**config.mk**
```make
export PLATFORM = sky130hd
export DESIGN_NAME = ins_fetch_queue
export DESIGN_NICKNAME = d
export VERILOG_FILES = /design/src/rtl/ifetch_pkg.sv /design/src/rtl/fetch_fifo.sv /design/src/rtl/ins_fetch_queue_chk.sv /design/src/rtl/ins_fetch_queue.sv
export SDC_FILE = /design/constraint.sdc
export NUM_CORES = 1
export LEC_CHECK = 0
export CORE_MARGIN = 2
export CORE_UTILIZATION = 50
export DETAILED_ROUTE_END_ITERATION = 12
export MAX_ROUTING_LAYER = met4
export PLACE_DENSITY = 0.75
export SYNTH_ARGS = -nofsm -noshare
export SYNTH_HDL_FRONTEND = slang
export SYNTH_SLANG_ARGS = --single-unit
```
**constraint.sdc**
```tcl
create_clock -name clk -period 3.2 [get_ports clk]
set_clock_uncertainty 0.05 [all_clocks]
set_input_delay 0.64 -clock clk [delete_from_list [all_inputs] [get_ports clk]]
set_output_delay 0.64 -clock clk [all_outputs]
set_load 0.03 [all_outputs]
```
**src/rtl/ifetch_pkg.sv**
```systemverilog
// Shared constants and helpers for the instruction-fetch queue.
package ifetch_pkg;

    // Canonical RISC-V NOP (addi x0, x0, 0), shown on the decode port when idle.
    localparam logic [31:0] NOP_INSTR_C = 32'h0000_0013;

    // Fetch control states.
    localparam logic [0:0] S_RUN   = 1'b0;
    localparam logic [0:0] S_DRAIN = 1'b1;

    // Number of bits needed to hold values 0..n-1 (ceil(log2(n))).
    function automatic int unsigned clog2_f(input int unsigned n);
        int unsigned r;
        r = 32'd0;
        for (int unsigned i = 0; i < 32; i++) begin
            if ((32'd1 << i) < n) begin
                r = i + 32'd1;
            end
        end
        return r;
    endfunction

endpackage

```
**src/rtl/fetch_fifo.sv**
```systemverilog
// Small synchronous FIFO with circular pointers, occupancy count and a
// synchronous clear. Used for both the PC-tag FIFO and the instruction queue.
module fetch_fifo
    import ifetch_pkg::*;
#(
    parameter int WIDTH = 32,
    parameter int DEPTH = 2,
    localparam int CNT_W = clog2_f(DEPTH + 1),
    localparam int PTR_W = (DEPTH > 1) ? clog2_f(DEPTH) : 1
) (
    input  logic             clk,
    input  logic             reset_n,
    input  logic             clear,
    input  logic             push,
    input  logic [WIDTH-1:0] wdata,
    input  logic             pop,
    output logic [WIDTH-1:0] rdata,
    output logic             empty,
    output logic             full,
    output logic [CNT_W-1:0] count
);

    localparam logic [PTR_W-1:0] LAST_PTR = PTR_W'(DEPTH - 1);

    logic [WIDTH-1:0] mem_r [DEPTH];
    logic [PTR_W-1:0] rd_ptr_r;
    logic [PTR_W-1:0] wr_ptr_r;
    logic [CNT_W-1:0] count_r;
    logic             do_push_s;
    logic             do_pop_s;

    // Pointer advance with explicit wrap so non-power-of-two depths work.
    function automatic logic [PTR_W-1:0] ptr_inc(input logic [PTR_W-1:0] p);
        if (p == LAST_PTR) begin
            return {PTR_W{1'b0}};
        end else begin
            return p + PTR_W'(1);
        end
    endfunction

    // Qualify push/pop; a full FIFO still accepts a push when it pops in the same cycle.
    always_comb begin
        do_pop_s  = pop & (count_r != {CNT_W{1'b0}});
        do_push_s = push & ((count_r != CNT_W'(DEPTH)) | do_pop_s);
        empty     = (count_r == {CNT_W{1'b0}});
        full      = (count_r == CNT_W'(DEPTH));
        count     = count_r;
        rdata     = mem_r[rd_ptr_r];
    end

    // Entry storage.
    always_ff @(posedge clk or negedge reset_n) begin
        if (!reset_n) begin
            for (int i = 0; i < DEPTH; i++) begin
                mem_r[i] <= {WIDTH{1'b0}};
            end
        end else if (do_push_s && !clear) begin
            mem_r[wr_ptr_r] <= wdata;
        end
    end

    // Pointers and occupancy; clear empties the FIFO and wins over push/pop.
    always_ff @(posedge clk or negedge reset_n) begin
        if (!reset_n) begin
            rd_ptr_r <= {PTR_W{1'b0}};
            wr_ptr_r <= {PTR_W{1'b0}};
            count_r  <= {CNT_W{1'b0}};
        end else if (clear) begin
            rd_ptr_r <= {PTR_W{1'b0}};
            wr_ptr_r <= {PTR_W{1'b0}};
            count_r  <= {CNT_W{1'b0}};
        end else begin
            if (do_push_s) begin
                wr_ptr_r <= ptr_inc(wr_ptr_r);
            end
            if (do_pop_s) begin
                rd_ptr_r <= ptr_inc(rd_ptr_r);
            end
            case ({do_push_s, do_pop_s})
                2'b10:   count_r <= count_r + CNT_W'(1);
                2'b01:   count_r <= count_r - CNT_W'(1);
                default: count_r <= count_r;
            endcase
        end
    end

endmodule

```
**src/rtl/ins_fetch_queue_chk.sv**
```systemverilog
// Protocol and credit invariants of the fetch queue, kept apart from the datapath.
module ins_fetch_queue_chk (
    input logic clk,
    input logic reset_n,
    input logic q_push,
    input logic q_pop,
    input logic q_full,
    input logic gnt,
    input logic tag_full,
    input logic rsp,
    input logic tag_empty,
    input logic tag_count_ok,
    input logic stray_rvalid
);

    // The credit rule must always leave a free queue slot for a returning word.
    a_no_queue_overflow: assert property (@(posedge clk) disable iff (!reset_n)
        !(q_push && q_full && !q_pop));

    // A grant never exceeds the in-flight limit.
    a_no_tag_overflow: assert property (@(posedge clk) disable iff (!reset_n)
        !(gnt && tag_full && !rsp));

    // Counted responses always have a tag to pop.
    a_no_tag_underflow: assert property (@(posedge clk) disable iff (!reset_n)
        !(rsp && tag_empty));

    // Tag FIFO occupancy tracks the outstanding counter.
    a_tag_count: assert property (@(posedge clk) disable iff (!reset_n) tag_count_ok);

    // Responses with nothing outstanding (e.g. left over from before a reset) are ignored.
    c_stray_rvalid: cover property (@(posedge clk) disable iff (!reset_n) stray_rvalid);

endmodule

```
**src/rtl/ins_fetch_queue.sv**
```systemverilog
// Pipelined instruction fetch: issues reads on a req/gnt/rvalid bus with a
// bounded number in flight, tags returned words with their PC, queues them for
// decode, and discards in-flight responses after a flush.
module ins_fetch_queue
    import ifetch_pkg::*;
#(
    parameter int                ADDR_W          = 32,
    parameter int                DATA_W          = 32,
    parameter int                MAX_OUTSTANDING = 2,
    parameter int                FIFO_DEPTH      = 4,
    parameter logic [DATA_W-1:0] NOP_INSTR       = DATA_W'(NOP_INSTR_C)
) (
    input  logic              clk,
    input  logic              reset_n,
    input  logic [ADDR_W-1:0] pc_i,
    input  logic              pc_i_valid,
    output logic              pc_ready_o,
    input  logic              flush_i,
    input  logic              stop_request_overide,
    output logic [DATA_W-1:0] instruction_o,
    output logic [ADDR_W-1:0] instr_pc_o,
    output logic              instr_valid_o,
    input  logic              stall_i_EXEC,
    output logic              reset_able,
    output logic              data_clk,
    output logic              data_req_o,
    output logic [ADDR_W-1:0] data_addr_o,
    output logic              data_we_o,
    output logic [3:0]        data_be_o,
    output logic [DATA_W-1:0] data_wdata_o,
    input  logic              data_gnt_i,
    input  logic              data_rvalid_i,
    input  logic [DATA_W-1:0] data_rdata_i
);

    localparam int OUT_W = clog2_f(MAX_OUTSTANDING + 1);
    localparam int Q_W   = clog2_f(FIFO_DEPTH + 1);

    logic [0:0]               state_r;
    logic [0:0]               state_nxt_s;
    logic [OUT_W-1:0]         outstanding_r;
    logic [OUT_W-1:0]         outstanding_nxt_s;
    logic [OUT_W-1:0]         discard_r;
    logic [OUT_W-1:0]         discard_nxt_s;
    logic [31:0]              inflight_s;
    logic                     issue_ok_s;
    logic                     drain_done_s;
    logic                     req_s;
    logic                     gnt_s;
    logic                     rsp_s;
    logic                     drop_s;
    logic                     q_push_s;
    logic                     q_pop_s;
    logic                     q_empty_s;
    logic                     q_full_s;
    logic [Q_W-1:0]           q_count_s;
    logic [ADDR_W+DATA_W-1:0] q_rdata_s;
    logic [ADDR_W-1:0]        tag_s;
    logic                     tag_empty_s;
    logic                     tag_full_s;
    logic [OUT_W-1:0]         tag_count_s;
    logic                     stray_rvalid_s;

    // Issue, response and credit decisions for the current cycle.
    always_comb begin
        // Responses only count while something is outstanding.
        rsp_s          = data_rvalid_i & (outstanding_r != {OUT_W{1'b0}});
        stray_rvalid_s = data_rvalid_i & (outstanding_r == {OUT_W{1'b0}});
        drop_s         = rsp_s & (discard_r != {OUT_W{1'b0}});
        // Drain ends in the cycle the last discarded word arrives; issue may resume then.
        drain_done_s   = (state_r == S_DRAIN) & drop_s & (discard_r == OUT_W'(1));
        inflight_s     = 32'(outstanding_r) + 32'(q_count_s);
        issue_ok_s     = ((state_r == S_RUN) | drain_done_s)
                       & (inflight_s < 32'(FIFO_DEPTH))
                       & (32'(outstanding_r) < 32'(MAX_OUTSTANDING));
        req_s          = reset_n & pc_i_valid & ~flush_i & ~stop_request_overide & issue_ok_s;
        gnt_s          = req_s & data_gnt_i;
        q_push_s       = rsp_s & ~drop_s & ~flush_i;
        q_pop_s        = ~q_empty_s & ~stall_i_EXEC;
    end

    // Next-state for the outstanding/discard counters and the drain FSM.
    always_comb begin
        outstanding_nxt_s = outstanding_r;
        discard_nxt_s     = discard_r;
        state_nxt_s       = state_r;
        if (gnt_s && !rsp_s) begin
            outstanding_nxt_s = outstanding_r + OUT_W'(1);
        end else if (rsp_s && !gnt_s) begin
            outstanding_nxt_s = outstanding_r - OUT_W'(1);
        end else begin
            outstanding_nxt_s = outstanding_r;
        end
        // After a flush every read still in flight is stale; in drain these are
        // already marked, so the total simply tracks what remains outstanding.
        if (flush_i) begin
            discard_nxt_s = outstanding_r - (rsp_s ? OUT_W'(1) : OUT_W'(0));
        end else if (drop_s) begin
            discard_nxt_s = discard_r - OUT_W'(1);
        end else begin
            discard_nxt_s = discard_r;
        end
        case (state_r)
            S_RUN: begin
                if (flush_i && (discard_nxt_s != {OUT_W{1'b0}})) begin
                    state_nxt_s = S_DRAIN;
                end else begin
                    state_nxt_s = S_RUN;
                end
            end
            S_DRAIN: begin
                if (discard_nxt_s == {OUT_W{1'b0}}) begin
                    state_nxt_s = S_RUN;
                end else begin
                    state_nxt_s = S_DRAIN;
                end
            end
            default: state_nxt_s = S_RUN;
        endcase
    end

    // Counter and state registers.
    always_ff @(posedge clk or negedge reset_n) begin
        if (!reset_n) begin
            state_r       <= S_RUN;
            outstanding_r <= {OUT_W{1'b0}};
            discard_r     <= {OUT_W{1'b0}};
        end else begin
            state_r       <= state_nxt_s;
            outstanding_r <= outstanding_nxt_s;
            discard_r     <= discard_nxt_s;
        end
    end

    // PC tags of granted reads, popped in grant order as responses return.
    fetch_fifo #(
        .WIDTH (ADDR_W),
        .DEPTH (MAX_OUTSTANDING)
    ) u_tag_fifo (
        .clk     (clk),
        .reset_n (reset_n),
        .clear   (1'b0),
        .push    (gnt_s),
        .wdata   (pc_i),
        .pop     (rsp_s),
        .rdata   (tag_s),
        .empty   (tag_empty_s),
        .full    (tag_full_s),
        .count   (tag_count_s)
    );

    // Instruction queue of {pc, word}; its head is decode's view.
    fetch_fifo #(
        .WIDTH (ADDR_W + DATA_W),
        .DEPTH (FIFO_DEPTH)
    ) u_instr_queue (
        .clk     (clk),
        .reset_n (reset_n),
        .clear   (flush_i),
        .push    (q_push_s),
        .wdata   ({tag_s, data_rdata_i}),
        .pop     (q_pop_s),
        .rdata   (q_rdata_s),
        .empty   (q_empty_s),
        .full    (q_full_s),
        .count   (q_count_s)
    );

    // Decode-side and memory-side output drive.
    always_comb begin
        pc_ready_o   = gnt_s;
        data_req_o   = req_s;
        data_clk     = clk;
        data_we_o    = 1'b0;
        data_be_o    = 4'b1111;
        data_wdata_o = {DATA_W{1'b0}};
        reset_able   = (outstanding_r == {OUT_W{1'b0}}) & (discard_r == {OUT_W{1'b0}}) & ~req_s;
        if (req_s) begin
            data_addr_o = pc_i;
        end else begin
            data_addr_o = {ADDR_W{1'b0}};
        end
        if (q_empty_s) begin
            instr_valid_o = 1'b0;
            instruction_o = NOP_INSTR;
            instr_pc_o    = {ADDR_W{1'b0}};
        end else begin
            instr_valid_o = 1'b1;
            instruction_o = q_rdata_s[DATA_W-1:0];
            instr_pc_o    = q_rdata_s[ADDR_W+DATA_W-1:DATA_W];
        end
    end

    ins_fetch_queue_chk u_chk (
        .clk          (clk),
        .reset_n      (reset_n),
        .q_push       (q_push_s),
        .q_pop        (q_pop_s),
        .q_full       (q_full_s),
        .gnt          (gnt_s),
        .tag_full     (tag_full_s),
        .rsp          (rsp_s),
        .tag_empty    (tag_empty_s),
        .tag_count_ok (tag_count_s == outstanding_r),
        .stray_rvalid (stray_rvalid_s)
    );

endmodule

```
# Word level (Yosys, flattened, before mapping)
# Index checks and enable logic that the tools add are counted.
word_totals:
  out_inout_bits: 138
  latchBits: 0
  elab_cells: 137
  regBits: 336
  n_memories: 0
  input_bits: 72
  mem_bits_ro: 0
  mem_bits_rw: 0
classes:
  shifts: 0
  n_bitwise: 34
  n_mux: 35
  mul: 0
  n_reduce_logical: 23
  magnitude_cmp: 8
  n_addsub: 13
  div: 0
  n_eq_ne: 9
op_table:
  columns: ["operator", "count"]
  rows:
  - ["$bwmux W256", 1]
  - ["$mux W32", 7]
  - ["$mux W64", 3]
  - ["$bmux W64 S2", 1]
  - ["$demux W64 S2", 1]
  - ["$bwmux W64", 1]
  - ["$demux W32 S1", 1]
  - ["$and A1 B1 Y1", 20]
  - ["$mux W2", 10]
  - ["$reduce_bool A2 Y1", 8]
  - ["$add A2 B1 Y2 const B", 4]
  - ["$eq A2 B2 Y1 const B", 4]
  - ["$not A1 Y1", 7]
  - ["$eq A2 B1 Y1 const B", 3]
  - ["$ge A3 B3 Y1 const B", 2]
  - ["$logic_and A1 B1 Y1", 6]
  - ["$logic_not A2 Y1", 3]
  - ["$mux W1", 6]
  - ["$not A2 Y3", 2]
  - ["$pmux W3 S2", 1]
  - ["$reduce_bool A3 Y1", 2]
  - ["$sub A2 B1 Y2 const B", 3]
  - ["$add A2 B3 Y4", 1]
  - ["$ge A2 B2 Y1 const B", 2]
  - ["other kinds (17)", 23]

# Logic depth before layout (Yosys ltp)
# Gate-level depths: netlist of run 1.
logic_depth:
  word_depth: 14
  ltp_mapped: 11

# Hierarchy
# Synthesis of run 1 repeated with hierarchy kept, for this count alone.
hier_totals:
  hier_cells: 1074
  area_unflattened_um2: 17591.9
modules_own_cells:
  columns: ["module", "area_per_inst_um2", "cells_each", "n_inst", "seq_area_each_um2"]
  rows:
  - ["fetch_fifo at u_instr_queue", 12808.5, 679, 1, 6581.3]
  - ["fetch_fifo at u_tag_fifo", 3126.7, 196, 1, 1701.6]
  - ["ins_fetch_queue", 1656.6, 199, 1, 125.1]

==> results_dict.tcl, run 1 <==
set metrics [dict create \
    ios 210 \
    slowest_stage "dfrtp_2" \
    ys_seq_elements 336 \
    synth_top_area_share_pct 53.9 \
    netlist_area_sq_um 15600 \
    ant_nets 0 \
    gp_congestion 0.777 \
    coreArea_sq_um 30700 \
    synth_most_common_cell "dfrtp_1" \
    die_area_sq_um 32600 \
    critPathRequiredTime_ns 2.51 \
    async_flop_share_pct 100 \
    areaGrowthSynthToFinish_pct 25.0 \
    viasPerCell 5.49 \
    antenna_found_initial 2 \
    critPathMaxStageDelay_ns 0.44 \
    dpl_worst_slack_ns 0.101 \
    maxCapViolCount 0 \
    power_w 0.0155 \
    period_share_pct 104 \
    drc_errors 0 \
    fmax_mhz 300 \
    path_max_fanout 8 \
    tritoncts "done" \
    synth_ff_type "dfrtp_1" \
    vias 9917 \
    dp_hpwl_mm 20.4 \
    hold_path_class "in2async" \
    initial_core_util_pct 50.8 \
    vdd_ir_drop_max_v 0.000540 \
    tightest_slew_ns 1.07 \
    finalNetCount 1468 \
    drive_above_1_share_pct 35.1 \
    grt_pass1_vias 10500 \
    endpoint_kind "output port" \
    cp_top_family "simple AND/OR/NAND/NOR gates" \
    drv_slew 0 \
    setup_ws_ns -0.135 \
    final_cell_area_sq_um 19500 \
    gr-usage-all-layers_pct 23.0 \
    dieHeight_microns 181 \
    critical_path.startpoint_type "flip-flop" \
    dpl-instance-area_sq_um 17600 \
    synth_edf_count 0 \
    grt_max_degree 139 \
    drtIter0Drc 617 \
    crit_type "reg2out" \
    ys_warn_count 0 \
    p_leak_nw 9.16 \
    postLayoutCoreUtil_pct 63.5 \
    setup_viol 33 \
    synth.area.top_cells "dfrtp_1 54%, mux2_2 12%, mux4_2 9.2%, o21ai_0 4.1%, and2_1 3.8%" \
    ys_seq_area_share_pct 53.9 \
    detail_route.wirelength_mm 35.6 \
    yosys.area.top_type "dfrtp_1" \
    num_rows 64 \
    rsz0062_at_grt "true" \
    crit_top_cell "buf_6" \
    syn_area_per_cell_sq_um 13.1 \
    slew_headroom_pct 28.4 \
    synth_cells 1191 \
    grt.overflow.total 0 \
    status "finished with violations" \
    wl_per_cell_microns 19.7 \
    path_buf_inv 5 \
    path_clk_slew_ns 0.06 \
    failed_checks "setup timing" \
    min_period_ns 3.33 \
    clk_latency_ns 0.61 \
    synth_common_cells "336 x dfrtp_1, 163 x mux2_2, 132 x nand2_1, 129 x o21ai_0, 94 x and2_1" \
    die_w_microns 181 \
    synthDistinctLibCells 47 \
    fin_hold_ws_ns 0.0823 \
    p_per_area_nw_per_um2 795 \
    timing.critical_path.cells "ha_4, nor3b_4, nand3_2, buf_6, nor2_4, buf_6, buf_12, buf_16, and2_4, buf_6" \
    cts.hold.buffers_added 0 \
    worstPathArrival_ns 2.64 \
    dr.pass1.iters 4 \
    finalHoldViolations 0 \
    grt_first_pass_wirelength_mm 57.3 \
    portBuffers 172 \
]
-- power breakdown --
part	internal [W]	switching, W	total (W)	leakage (nW)
Combinational	0.00264	0.00261	0.00525	3.97
Sequential	0.00525	0.000677	0.00593	4.57
Clock	0.00264	0.00167	0.00431	0.621
-- cell type report --
| cell class | instances | area (sq um) |
|---|---|---|
| Clock buffer | 55 | 1140 |
| Fill cell | 2305 | 11200 |
| Timing Repair Buffer | 236 | 2540 |
| Antenna cell | 1 | 2.50 |
| Sequential cell | 336 | 8420 |
| Multi-Input combinational cell | 762 | 6750 |
| Clock inverter | 11 | 108 |
| Inverter | 9 | 33.8 |
| Tap cell | 396 | 495 |
-- metrics by stage --
step / instances / setup TNS, ns
detailed placement: 1708 / 0
global placement: 1708 / 0
CTS: 1803 / -0.0431
global route: 1806 / -5.56
finish: 1806 / -3.33
floorplan: 1226 / 0
-- sequential cells by signal (all words and copies together), names as in the netlist --
register                flops
u_instr_queue.wr_ptr_r      2
outstanding_r               2
u_instr_queue.mem_r       256
state_r                     1
u_tag_fifo.count            2
u_tag_fifo.mem_r           64
discard_r                   2
u_instr_queue.count         3
u_instr_queue.rd_ptr_r      2
u_tag_fifo.wr_ptr_r         1
u_tag_fifo.rd_ptr_r         1
-- what timing repair did --
action / CTS / global route
gates cloned: 5 / 0
resized for setup: 118 / 59
endpoints found under the hold margin: 0 / 0
setup buffers: 25 / 6
pin swaps: 6 / 8
endpoints found under the setup margin: 90 / 38
-- worst paths after layout --
kind                                          from                       end  depth (start not counted)  slack (ns)
setup / recovery                  outstanding_r[1]           data_addr_o[11]                         10       -0.13
hold / removal                             reset_n              discard_r[1]                          2        0.08
setup reg to reg                  outstanding_r[1]       u_tag_fifo.count[1]                         17        0.12
hold reg to reg            u_instr_queue.mem_r[50]   u_instr_queue.mem_r[50]                          2        0.43
max in group asynchronous                  reset_n  u_instr_queue.mem_r[240]                          3        1.52
min in group clk           u_instr_queue.mem_r[50]   u_instr_queue.mem_r[50]                          2        0.43
-- cells by family (layout without fill, tap and decap cells) --
family          count (synthesis)  count (layout)  share of synthesized area (%)
compound gates                143             143                           4.91
xor+xnor                       12              12                          0.674
fa+ha+maj                      11              11                          0.931
buf+inv                       128             311                           4.61
flops                         336             336                           53.9
mux                           291             291                           26.1
other cells                     2              38                         0.0482
simple gates                  268             268                           8.80
-- layer usage --
metal | routed length [microns] | vias up | global-route usage (%)
met4 | 798 | 0 | 7.13
met3 | 1400 | 56 | 2.95
met5 | 0 | - | -
met2 | 17800 | 248 | 36.8
li1 | - | 4493 | -
met1 | 15600 | 5120 | 30.9
-- cells in the final DEF, fill, tap and decap left out, types with 30 or more instances in the layout --
cell               n
dlygate4sd2_1     38
conb_1            37
clkdlybuf4s50_1   72
dfrtp_1          331
buf_6             48
mux2_2           163
mux2_4            30
nand2_1          132
buf_4             43
mux4_2            64
clkbuf_16         40
mux2i_1           33
o21ai_0          129
and2_1            66
(Power assumes the default switching activity.)
==> run 2: changes to the inputs <==
--- a/config.mk
+++ b/config.mk
@@ -10,4 +10,4 @@
 export DETAILED_ROUTE_END_ITERATION = 12
-export MAX_ROUTING_LAYER = met4
 export PLACE_DENSITY = 0.75
+export SETUP_SLACK_MARGIN = 0.3
 export SYNTH_ARGS = -nofsm -noshare
--- a/constraint.sdc
+++ b/constraint.sdc
@@ -4,2 +4,2 @@
 set_output_delay 0.64 -clock clk [all_outputs]
-set_load 0.03 [all_outputs]
+set_load 0.01 [all_outputs]
==> run 2 against run 1 <==
  * Highest routed layer unchanged
  * Fmax rose by 10%
  * Clock power increased by 6.5%
  * Cell count increased by 1.6%
  * Final area up 3.2%
  * First-iteration DRC count is 17% higher
  * Die area is the same
  * Flip-flop and latch count unchanged
  * Core utilization is 2.0 points higher
  * The run now ends clean
  * Global-route usage shrank 0.51 points
==> results_dict.tcl, run 2 (synthesis gave the netlist of run 1 again) <==
set metrics [dict create \
    r2r_slack_ns 0.65 \
    drc_errors 0 \
    final_common_cell "dfrtp_1" \
    power_switching_w 0.00470 \
    finalNetCount 1499 \
    min_period_ns 3.03 \
    power_w 0.0162 \
    tritoncts "done" \
    slew_headroom_pct 37.0 \
    r2r_start "outstanding_r[1]" \
    reg2reg_depth 14 \
    hold_path_class "in2async" \
    drtIter0Drc 724 \
    crit_type "reg2out" \
    n_antenna_cell 0 \
    grt_pass1_vias 10600 \
    placed_cells 1711 \
    wl_per_cell_microns 19.5 \
    grt_max_degree 180 \
    pwr-share-clk_pct 28.3 \
    gp_congestion 0.734 \
    path_clk_slew_ns 0.06 \
    num_rows 64 \
    p_leak_nw 9.45 \
    antenna_found_initial 0 \
    pwr-share-comb_pct 35.1 \
    vias 10000 \
    setup_ws_ns 0.175 \
    ant_nets 0 \
    gr-usage-all-layers_pct 22.5 \
    dieHeight_microns 181 \
    drv_slew 0 \
    clk_latency_ns 0.62 \
    fmax_mhz 331 \
    endpoint "data_addr_o[0]" \
    dp_hpwl_mm 20.1 \
    dpl_worst_slack_ns -0.175 \
    largest_reg_flops 256 \
    tightest_slew_ns 0.945 \
    p_per_area_nw_per_um2 806 \
    finalHoldViolations 0 \
    portBuffers 172 \
    fin_cells 1835 \
    worstPathArrival_ns 2.34 \
    endpoint_kind "output port" \
    status "completed" \
    viasPerCell 5.46 \
    setup_viol 0 \
    grt_first_pass_wirelength_mm 58.0 \
    crit_start "outstanding_r[1]" \
    maxCapViolCount 0 \
    areaGrowthSynthToFinish_pct 29.0 \
    cts.hold.buffers_added 0 \
    die_w_microns 181 \
    postLayoutCoreUtil_pct 65.6 \
    p_int_w 0.0115 \
    netSwitchingFraction_pct 29.0 \
    ios 210 \
    layout_common_cells "331 x dfrtp_1, 163 x mux2_2, 132 x nand2_1, 129 x o21ai_0, 90 x buf_6" \
    dr.pass1.iters 5 \
    coreArea_sq_um 30700 \
    period_share_pct 94.5 \
    grt.overflow.total 0 \
    die_area_sq_um 32600 \
    fin_hold_ws_ns 0.0981 \
    drive_above_1_share_pct 42.3 \
    reg2reg_to "outstanding_r[1]" \
    power_frac_seq_pct 36.6 \
    critPathRequiredTime_ns 2.51 \
    detail_route.wirelength_mm 35.8 \
    path_max_fanout 7 \
    vdd_ir_drop_max_v 0.000432 \
    rsz0062_at_grt "true" \
    initial_core_util_pct 50.8 \
    critical_path.startpoint_type "flip-flop" \
    largest_register "u_instr_queue.mem_r" \
]
==> run 2: timing repair <==
action | CTS | global route
setup endpoints to repair | 100 | 97
pin swaps | 17 | 7
buffers inserted | 40 | 12
resized for setup | 461 | 122
gates cloned | 6 | 2
==> run 2: layer usage <==
metal  track usage (%)  share of wire (%)  up-vias
met5                 0                  0        -
met4              8.19                2.7        0
met3              3.33                4.1       54
met2              37.5                 50      241
met1              30.1                 43     5169
li1                  -                  -     4560
==> run 2: how the worst min path moves through the flow <==
stage	startpoint	end	slack, ns	cells past startpoint
final	reset_n	u_instr_queue.mem_r[220]	0.1	2
after global routing	reset_n	u_instr_queue.mem_r[92]	0.21	2
after CTS	reset_n	u_instr_queue.mem_r[17]	0.15	2
after detailed placement	u_instr_queue.mem_r[96]	u_instr_queue.mem_r[96]	0.42	2
after global placement	u_instr_queue.mem_r[252]	u_instr_queue.mem_r[252]	0.41	2
after floorplan	reset_n	discard_r[0]	0.29	0
==> run 2: layout make-up <==
cell class	instances	area, sq um
Tap cell	396	495
Fill cell	2204	10600
Inverter	9	33.8
Sequential cell	336	8420
Timing Repair Buffer	267	2970
Multi-Input combinational cell	762	6850
Clock inverter	15	225
Clock buffer	50	1110
==> run 2: power groups by stage <==
stage                     Sequential, W   Clock, W  Combinational (W)
after floorplan                 0.00566  0.0000257            0.00321
after CTS                       0.00591    0.00468            0.00529
after global routing            0.00607    0.00489            0.00613
after global placement          0.00597  0.0000318            0.00447
after detailed placement        0.00603  0.0000318            0.00460
final                           0.00593    0.00459            0.00569
==> run 2: per-stage QoR <==
step | setup TNS [ns] | cell area, sq um
after global placement | -5.47 | 17700
final | 0 | 20100
after CTS | 0 | 19700
after detailed placement | -4.91 | 17700
after global routing | 0 | 20100
after floorplan | 0 | 15700
==> run 2: critical path: stages (launching register included) <==
cell and delay, ns:
dfrtp_2 0.45, ha_4 0.19, nor3b_4 0.19, nand3_2 0.13
nor2_4 0.13, buf_12 0.14, buf_12 0.13, buf_16 0.12
and2_4 0.14, buf_6 0.09
